### src/rtl/laser_cover_if.sv
// Point-input / result-output bundle for laser_cover_opt.
// COVER is carried only when LASER_COVER_OUT_EN is defined.
interface laser_cover_if #(
  parameter int unsigned NPTS = 40,
  parameter int unsigned CW   = 4
);
  logic          IN_VALID;
  logic [CW-1:0] X;
  logic [CW-1:0] Y;
  logic          BUSY;
  logic [CW-1:0] C1X;
  logic [CW-1:0] C1Y;
  logic [CW-1:0] C2X;
  logic [CW-1:0] C2Y;
  logic          DONE;
`ifdef LASER_COVER_OUT_EN
  logic [$clog2(NPTS+1)-1:0] COVER;

  modport master (output IN_VALID, X, Y,
                  input  BUSY, C1X, C1Y, C2X, C2Y, DONE, COVER);
  modport slave  (input  IN_VALID, X, Y,
                  output BUSY, C1X, C1Y, C2X, C2Y, DONE, COVER);
`else
  modport master (output IN_VALID, X, Y,
                  input  BUSY, C1X, C1Y, C2X, C2Y, DONE);
  modport slave  (input  IN_VALID, X, Y,
                  output BUSY, C1X, C1Y, C2X, C2Y, DONE);
`endif
endinterface

### src/rtl/laser_cover_opt.sv
// Two-circle laser coverage optimiser: centroid seed, then alternating exhaustive raster scans.
// Optional COVER output enabled by LASER_COVER_OUT_EN.
module laser_cover_opt #(
  parameter int unsigned NPTS     = 40,
  parameter int unsigned CW       = 4,
  parameter int unsigned R2       = 16,
  parameter int unsigned MAX_PASS = 8
) (
  input logic          CLK,
  input logic          RST,
  laser_cover_if.slave bus
);
  localparam int unsigned IdxW  = $clog2(NPTS);
  localparam int unsigned AccW  = $clog2(NPTS + 1);
  localparam int unsigned SumW  = CW + $clog2(NPTS);
  localparam int unsigned CandW = 2 * CW;
  localparam int unsigned PassW = $clog2(MAX_PASS + 1);
  localparam int unsigned SqW   = 2 * CW;
  localparam int unsigned DW    = 2 * CW + 1;

  localparam logic [AccW-1:0]  LastRd   = AccW'(NPTS - 1);
  localparam logic [AccW-1:0]  EvalEnd  = AccW'(NPTS);
  localparam logic [CandW-1:0] LastCand = '1;
  localparam logic [PassW-1:0] LastPass = PassW'(MAX_PASS - 1);

  typedef enum logic [2:0] {StRead, StCent, StEval0, StScan1, StScan2, StOut} state_e;

  state_e           state_q, state_d;
  logic [AccW-1:0]  cnt_q, cnt_d;
  logic [CandW-1:0] cand_q, cand_d;
  logic [PassW-1:0] pass_q, pass_d;
  logic             improved_q, improved_d;
  logic [AccW-1:0]  acc_q, acc_d;
  logic [AccW-1:0]  best_q, best_d;
  logic [CW-1:0]    w1x_q, w1y_q, w2x_q, w2y_q;
  logic [CW-1:0]    w1x_d, w1y_d, w2x_d, w2y_d;
  logic [SumW-1:0]  sum_x_q, sum_y_q, sum_x_d, sum_y_d;
  logic [CW-1:0]    c1x_q, c1y_q, c2x_q, c2y_q;

  logic [CW-1:0]    pts_x_q [NPTS];
  logic [CW-1:0]    pts_y_q [NPTS];

  logic [IdxW-1:0]  pt_sel;
  logic [CW-1:0]    px, py, cand_x, cand_y, cent_x, cent_y;
  logic [CW-1:0]    e1x, e1y, e2x, e2y;
  logic             pt_hit, commit;

  // True absolute difference, no modular wrap.
  function automatic logic covers(input logic [CW-1:0] ax, ay, bx, by);
    logic [CW-1:0]  dx, dy;
    logic [SqW-1:0] dx2, dy2;
    logic [DW-1:0]  d2;
    dx  = (ax > bx) ? ax - bx : bx - ax;
    dy  = (ay > by) ? ay - by : by - ay;
    dx2 = SqW'(dx) * SqW'(dx);
    dy2 = SqW'(dy) * SqW'(dy);
    d2  = DW'(dx2) + DW'(dy2);
    return 32'(d2) <= R2;
  endfunction

  assign pt_sel = cnt_q[IdxW-1:0];
  assign px     = pts_x_q[pt_sel];
  assign py     = pts_y_q[pt_sel];
  assign cand_x = cand_q[CandW-1:CW];
  assign cand_y = cand_q[CW-1:0];
  assign cent_x = CW'(sum_x_q / SumW'(NPTS));
  assign cent_y = CW'(sum_y_q / SumW'(NPTS));

  // The scanned circle takes the candidate; the other stays at its working centre.
  always_comb begin
    e1x = w1x_q;
    e1y = w1y_q;
    e2x = w2x_q;
    e2y = w2y_q;
    if (state_q == StScan1) begin
      e1x = cand_x;
      e1y = cand_y;
    end
    if (state_q == StScan2) begin
      e2x = cand_x;
      e2y = cand_y;
    end
  end

  assign pt_hit = covers(px, py, e1x, e1y) | covers(px, py, e2x, e2y);

  always_comb begin
    state_d    = state_q;
    cnt_d      = cnt_q;
    cand_d     = cand_q;
    pass_d     = pass_q;
    improved_d = improved_q;
    acc_d      = acc_q;
    best_d     = best_q;
    w1x_d      = w1x_q;
    w1y_d      = w1y_q;
    w2x_d      = w2x_q;
    w2y_d      = w2y_q;
    sum_x_d    = sum_x_q;
    sum_y_d    = sum_y_q;
    commit     = 1'b0;
    unique case (state_q)
      StRead: begin
        if (bus.IN_VALID) begin
          sum_x_d = sum_x_q + SumW'(bus.X);
          sum_y_d = sum_y_q + SumW'(bus.Y);
          cnt_d   = cnt_q + 1'b1;
          if (cnt_q == LastRd) begin
            cnt_d   = '0;
            state_d = StCent;
          end
        end
      end
      StCent: begin
        w1x_d   = cent_x;
        w1y_d   = cent_y;
        w2x_d   = cent_x;
        w2y_d   = cent_y;
        cnt_d   = '0;
        acc_d   = '0;
        pass_d  = '0;
        state_d = StEval0;
      end
      StEval0, StScan1, StScan2: begin
        if (cnt_q != EvalEnd) begin
          acc_d = acc_q + AccW'(pt_hit);
          cnt_d = cnt_q + 1'b1;
        end else begin
          acc_d = '0;
          cnt_d = '0;
          if (state_q == StEval0) begin
            best_d     = acc_q;
            cand_d     = '0;
            improved_d = 1'b0;
            state_d    = StScan1;
          end else begin
            commit = (acc_q > best_q);
            if (commit) begin
              best_d     = acc_q;
              improved_d = 1'b1;
              if (state_q == StScan1) begin
                w1x_d = cand_x;
                w1y_d = cand_y;
              end else begin
                w2x_d = cand_x;
                w2y_d = cand_y;
              end
            end
            cand_d = cand_q + 1'b1;
            if (cand_q == LastCand) begin
              if (state_q == StScan1) begin
                state_d = StScan2;
              end else begin
                pass_d     = pass_q + 1'b1;
                improved_d = 1'b0;
                if (!(improved_q || commit) || pass_q == LastPass) state_d = StOut;
                else state_d = StScan1;
              end
            end
          end
        end
      end
      StOut: begin
        cnt_d   = '0;
        sum_x_d = '0;
        sum_y_d = '0;
        state_d = StRead;
      end
      default: state_d = StRead;
    endcase
  end

  always_ff @(posedge CLK) begin
    if (RST) begin
      state_q    <= StRead;
      cnt_q      <= '0;
      cand_q     <= '0;
      pass_q     <= '0;
      improved_q <= 1'b0;
      acc_q      <= '0;
      best_q     <= '0;
      w1x_q      <= '0;
      w1y_q      <= '0;
      w2x_q      <= '0;
      w2y_q      <= '0;
      sum_x_q    <= '0;
      sum_y_q    <= '0;
    end else begin
      state_q    <= state_d;
      cnt_q      <= cnt_d;
      cand_q     <= cand_d;
      pass_q     <= pass_d;
      improved_q <= improved_d;
      acc_q      <= acc_d;
      best_q     <= best_d;
      w1x_q      <= w1x_d;
      w1y_q      <= w1y_d;
      w2x_q      <= w2x_d;
      w2y_q      <= w2y_d;
      sum_x_q    <= sum_x_d;
      sum_y_q    <= sum_y_d;
    end
  end

  always_ff @(posedge CLK) begin
    if (!RST && state_q == StRead && bus.IN_VALID) begin
      pts_x_q[pt_sel] <= bus.X;
      pts_y_q[pt_sel] <= bus.Y;
    end
  end

  // Results are loaded on entry to OUT so they are valid alongside DONE.
  always_ff @(posedge CLK) begin
    if (RST) begin
      c1x_q <= '0;
      c1y_q <= '0;
      c2x_q <= '0;
      c2y_q <= '0;
    end else if (state_d == StOut) begin
      c1x_q <= w1x_d;
      c1y_q <= w1y_d;
      c2x_q <= w2x_d;
      c2y_q <= w2y_d;
    end
  end

`ifdef LASER_COVER_OUT_EN
  logic [AccW-1:0] cover_q;
  always_ff @(posedge CLK) begin
    if (RST) cover_q <= '0;
    else if (state_d == StOut) cover_q <= best_d;
  end
  assign bus.COVER = cover_q;
`endif

  assign bus.C1X  = c1x_q;
  assign bus.C1Y  = c1y_q;
  assign bus.C2X  = c2x_q;
  assign bus.C2Y  = c2y_q;
  assign bus.DONE = (state_q == StOut);
  assign bus.BUSY = (state_q != StRead);

endmodule

### src/flat_wrapper.sv
// flat-port wrapper written by rule: the top's interface ports become plain ports
module laser_cover_opt_flat 
#(
  parameter int unsigned NPTS     = 40,
  parameter int unsigned CW       = 4,
  parameter int unsigned R2       = 16,
  parameter int unsigned MAX_PASS = 8
)
  (CLK, RST, bus_IN_VALID, bus_X, bus_Y, bus_BUSY, bus_C1X, bus_C1Y, bus_C2X, bus_C2Y, bus_DONE);
  laser_cover_if #(.NPTS(NPTS), .CW(CW)) bus_i ();
  input logic CLK;
  input logic RST;
  input wire logic [$bits(bus_i.IN_VALID)-1:0] bus_IN_VALID;
  input wire logic [$bits(bus_i.X)-1:0] bus_X;
  input wire logic [$bits(bus_i.Y)-1:0] bus_Y;
  output wire logic [$bits(bus_i.BUSY)-1:0] bus_BUSY;
  output wire logic [$bits(bus_i.C1X)-1:0] bus_C1X;
  output wire logic [$bits(bus_i.C1Y)-1:0] bus_C1Y;
  output wire logic [$bits(bus_i.C2X)-1:0] bus_C2X;
  output wire logic [$bits(bus_i.C2Y)-1:0] bus_C2Y;
  output wire logic [$bits(bus_i.DONE)-1:0] bus_DONE;
  assign bus_i.IN_VALID = bus_IN_VALID;
  assign bus_i.X = bus_X;
  assign bus_i.Y = bus_Y;
  assign bus_BUSY = bus_i.BUSY;
  assign bus_C1X = bus_i.C1X;
  assign bus_C1Y = bus_i.C1Y;
  assign bus_C2X = bus_i.C2X;
  assign bus_C2Y = bus_i.C2Y;
  assign bus_DONE = bus_i.DONE;
  laser_cover_opt #(.NPTS(NPTS), .CW(CW), .R2(R2), .MAX_PASS(MAX_PASS)) u_core (.CLK(CLK), .RST(RST), .bus(bus_i));
endmodule
### config.mk
export PLATFORM = sky130hd
export DESIGN_NAME = laser_cover_opt_flat
export DESIGN_NICKNAME = d
export VERILOG_FILES = /design/src/rtl/laser_cover_if.sv /design/src/rtl/laser_cover_opt.sv /design/src/flat_wrapper.sv
export SDC_FILE = /design/constraint.sdc
export NUM_CORES = 1
export LEC_CHECK = 0
export CORE_MARGIN = 2
export CORE_UTILIZATION = 60
export CTS_BUF_LIST = sky130_fd_sc_hd__clkbuf_8 sky130_fd_sc_hd__clkbuf_16
export CTS_CLUSTER_SIZE = 12
export DETAILED_ROUTE_END_ITERATION = 8
export HOLD_SLACK_MARGIN = 0.15
export PLACE_DENSITY_LB_ADDON = 0.08
export SLEW_MARGIN = 20
export SYNTH_ARGS = -nofsm -noshare
export SYNTH_HDL_FRONTEND = slang
export SYNTH_SLANG_ARGS = --single-unit
### constraint.sdc
create_clock -name CLK -period 8.5 [get_ports CLK]
set_input_delay 2.55 -clock CLK [delete_from_list [all_inputs] [get_ports CLK]]
set_output_delay 2.55 -clock CLK [all_outputs]
set_load 0.01 [all_outputs]
==> qor.yml <==
core_um2: 33300
run_status: "finished, final reports clean"
crit_path_end_kind: "flip-flop"
placedCellCount: 1916
comb_power_share: 0.270
sequentialPowerShare: 0.409
cts_tree: "built"
slew-limit-headroom: 0.274
max-clock-path-buffers: 3
number_of_antenna_violations_at_the_first_check_in_global_routing: 0
grt_use_total: 0.257
global_route.overflow_total: 0
power_per_cell_area_nw_per_um2: 239
chipWidth_um: 187
area.growth.synth_to_final_pct: 11.4
syn_area_per_cell_um2: 13.6
gpl.final_weighted_congestion: 0.898
routed_wl_um: 45500
edff_count_synth: 320
fin_crit_ns: 8.11
cts.clk_slew.worst_paths_ns: 0.06
router_iterations_before_antenna_repair: 6
grt_first_pass_wirelength_um: 68900
num_antenna_cells: 0
place_ws_ns: 0.231
r2r_cells: 30
global_route.usage.met1: 0.353
synth.cells.most_frequent: "edfxtp_1 (320), nor2_1 (140), mux4_2 (96)"
final_cell_count_no_fill: 1997
worst_path_most_repeated_cell: "fa_1"
fin_nets: 1647
detail-route-antenna-nets: 0
mappedNetlistArea_um2: 20100
cts_hold_buffers: 0
final_slew_violations: 0
report.final.hold_viol_count: 0
nFillCells: 2390
cts.root.buffer_cell: "clkbuf_16"
grt_setup_unrepaired: "false"
grt_pass1_vias: 12000
hold_path_depth: 2
worstSetupStartpointType: "flip-flop"
irDropWorstVdd_uv: 268
met2_usage: 0.425
post-route-period-util: 0.954
yosysMostFrequentCell: "edfxtp_1"
crit_required_ns: 8.95
die_area_um2: 35000
swShare: 0.292
seq_area_frac_synth: 0.569
clock_sink_count: 412
timing.critical_path.slowest_cell_delay_ns: 0.57
max_clock_freq_mhz: 123
post_synth_cell_types: 75
netlist.top_cell.by_area: "edfxtp_1"
numPortBuffers: 28
report.final.setup_viol: 0
cap_viol_max_count: 0
route.detailed.wl_per_inst_um: 22.8
fin_hold_ws_ns: 0.462
yosys-top-cells-area: "edfxtp_1 (48%), mux4_2 (11%), dfxtp_1 (9.2%)"
routed-via-count: 12400
maximum_number_of_pins_on_one_net_before_global_route_repair: 63
ios: 29
rows: 67
global_route.peak_usage_layer: "met2"
portion_of_total_power_attributed_to_the_clock_network: 0.321
crit_type: "flip-flop to flip-flop"
start_util: 0.604
die_height_um: 187
yosys_most_used_dff: "edfxtp_1"
worstSkewPairLatency_ns: 0.57
tightestPinTransition_ns: 1.08
drc: 0
ys_warn_count: 0
fin_setup_tns_ns: 0
yosys_register_bits: 412
finalClockSkew_ns: 0.0238
net_switching_power_mw: 1.57
synth_top_cell_area_share: 0.478
crit_arrival_ns: 8.56
setup_slack_ns: 0.395
postSynthNetCount: 1601
holdCritStartpoint: "u_core.sum_y_q[0]"
ys_async_sr_fraction: 0
min-delay-path-class: "flip-flop to flip-flop"
cts_inserted_buffers: 42
power.leakage_nw: 7.89
cell_internal_pwr_mw: 3.79
met3_routing_resource_usage_after_global_routing: 0.0381
htree_num_levels: 2
critical_path.max_fanout: 8
via_count_normalized_by_instance_count: 6.21
syn_inst: 1476
drt_iter0_drc: 1283
dp.final_hpwl_um: 29100
highest_delay_cell_along_the_critical_path: "fa_1"
layout-drive-gt1-share: 0.153
worst paths after layout:
kind | end | slack, ns
setup / recovery | u_core.acc_q[5] | 0.39
hold / removal | u_core.sum_y_q[0] | 0.46
setup reg to reg | u_core.acc_q[5] | 0.39
hold reg to reg | u_core.sum_y_q[0] | 0.46
state kept, by name (all words and copies together) (netlist names), named ones only:
name               flops
u_core.cand_q          8
u_core.sum_x_q        10
u_core.state_q         3
u_core.pass_q          4
u_core.pts_x_q       160
u_core.bus.C1X         4
u_core.w1x_q           4
u_core.w2x_q           4
u_core.sum_y_q        10
u_core.pts_y_q       160
u_core.bus.C1Y         4
u_core.w1y_q           4
u_core.w2y_q           4
u_core.cnt_q           6
u_core.bus.C2X         4
u_core.improved_q      1
u_core.bus.C2Y         4
u_core.best_q          6
u_core.acc_q           6
repair_timing:
action / in CTS / in global routing
endpoints found under the setup margin: 0 / 5
gates resized for setup: 0 / 10
buffers inserted: 0 / 4
worst max-delay path, delay by kind of cell (launching register included):
family	cells	cell delay, ns
compound gates	6	1.23
xor+xnor	2	0.27
buf+inv	4	0.39
mux	4	1.60
simple gates	6	0.93
flops	1	0.37
fa+ha+maj	8	3.17
power groups by stage:
| stage | logic [mW] | clock network (mW) | registers [mW] |
|---|---|---|---|
| after global placement | 1.33 | 0 | 2.23 |
| after floorplan | 1.06 | 0 | 2.23 |
| after CTS | 1.40 | 1.73 | 2.19 |
| after detailed placement | 1.38 | 0 | 2.23 |
| after global routing | 1.65 | 1.81 | 2.19 |
| final | 1.45 | 1.72 | 2.19 |
area by class of cell:
cell class                 count  area [um^2]  area share
sequential                   412        11500       0.511
clock buffer                  43         1080      0.0480
inverter                      95          357      0.0159
tap                          448          561      0.0250
clock inverter                28          181     0.00810
multi-input combinational    902         8050       0.359
timing repair buffer          69          726      0.0324
kinds of logic after synthesis:
kind of cell | after synthesis | synth area share
flip-flops | 412 | 0.569
AND/OR/NAND/NOR | 387 | 0.0950
AO/OA/AOI/OAI | 226 | 0.0750
buffers and inverters | 162 | 0.0331
multiplexers | 134 | 0.127
adder cells (fa/ha/maj) | 115 | 0.0833
XOR/XNOR | 40 | 0.0174
stage by stage:
step	total power [mW]	instance area, um^2	utilization
floorplan	3.29	20100	-
global placement	3.56	20900	0.629
detailed placement	3.62	20900	0.629
CTS	5.32	22200	0.666
global route	5.65	22400	0.673
finish	5.36	22400	0.673
layout by cell type (no fill, tap or decap), drive strengths merged, types with 32 or more instances in the layout:
| cell type | synthesis | routed |
|---|---|---|
| dfxtp | 92 | 92 |
| nand3 | 35 | 35 |
| nor2 | 140 | 140 |
| clkbuf | 35 | 47 |
| a211oi | 33 | 33 |
| buf | 32 | 38 |
| o21ai | 32 | 32 |
| nor3 | 33 | 33 |
| mux4 | 96 | 96 |
| ha | 82 | 82 |
| inv | 94 | 115 |
| fa | 32 | 32 |
| a21oi | 78 | 78 |
| nand2 | 66 | 66 |
| edfxtp | 320 | 320 |
per-layer routing:
layer / vias up / share of wire
li1: 5616 / -
met1: 6224 / 0.42
met2: 460 / 0.48
met3: 97 / 0.062
met4: 0 / 0.034
met5: - / 0
Note: power is estimated with default switching activity, not from simulation.
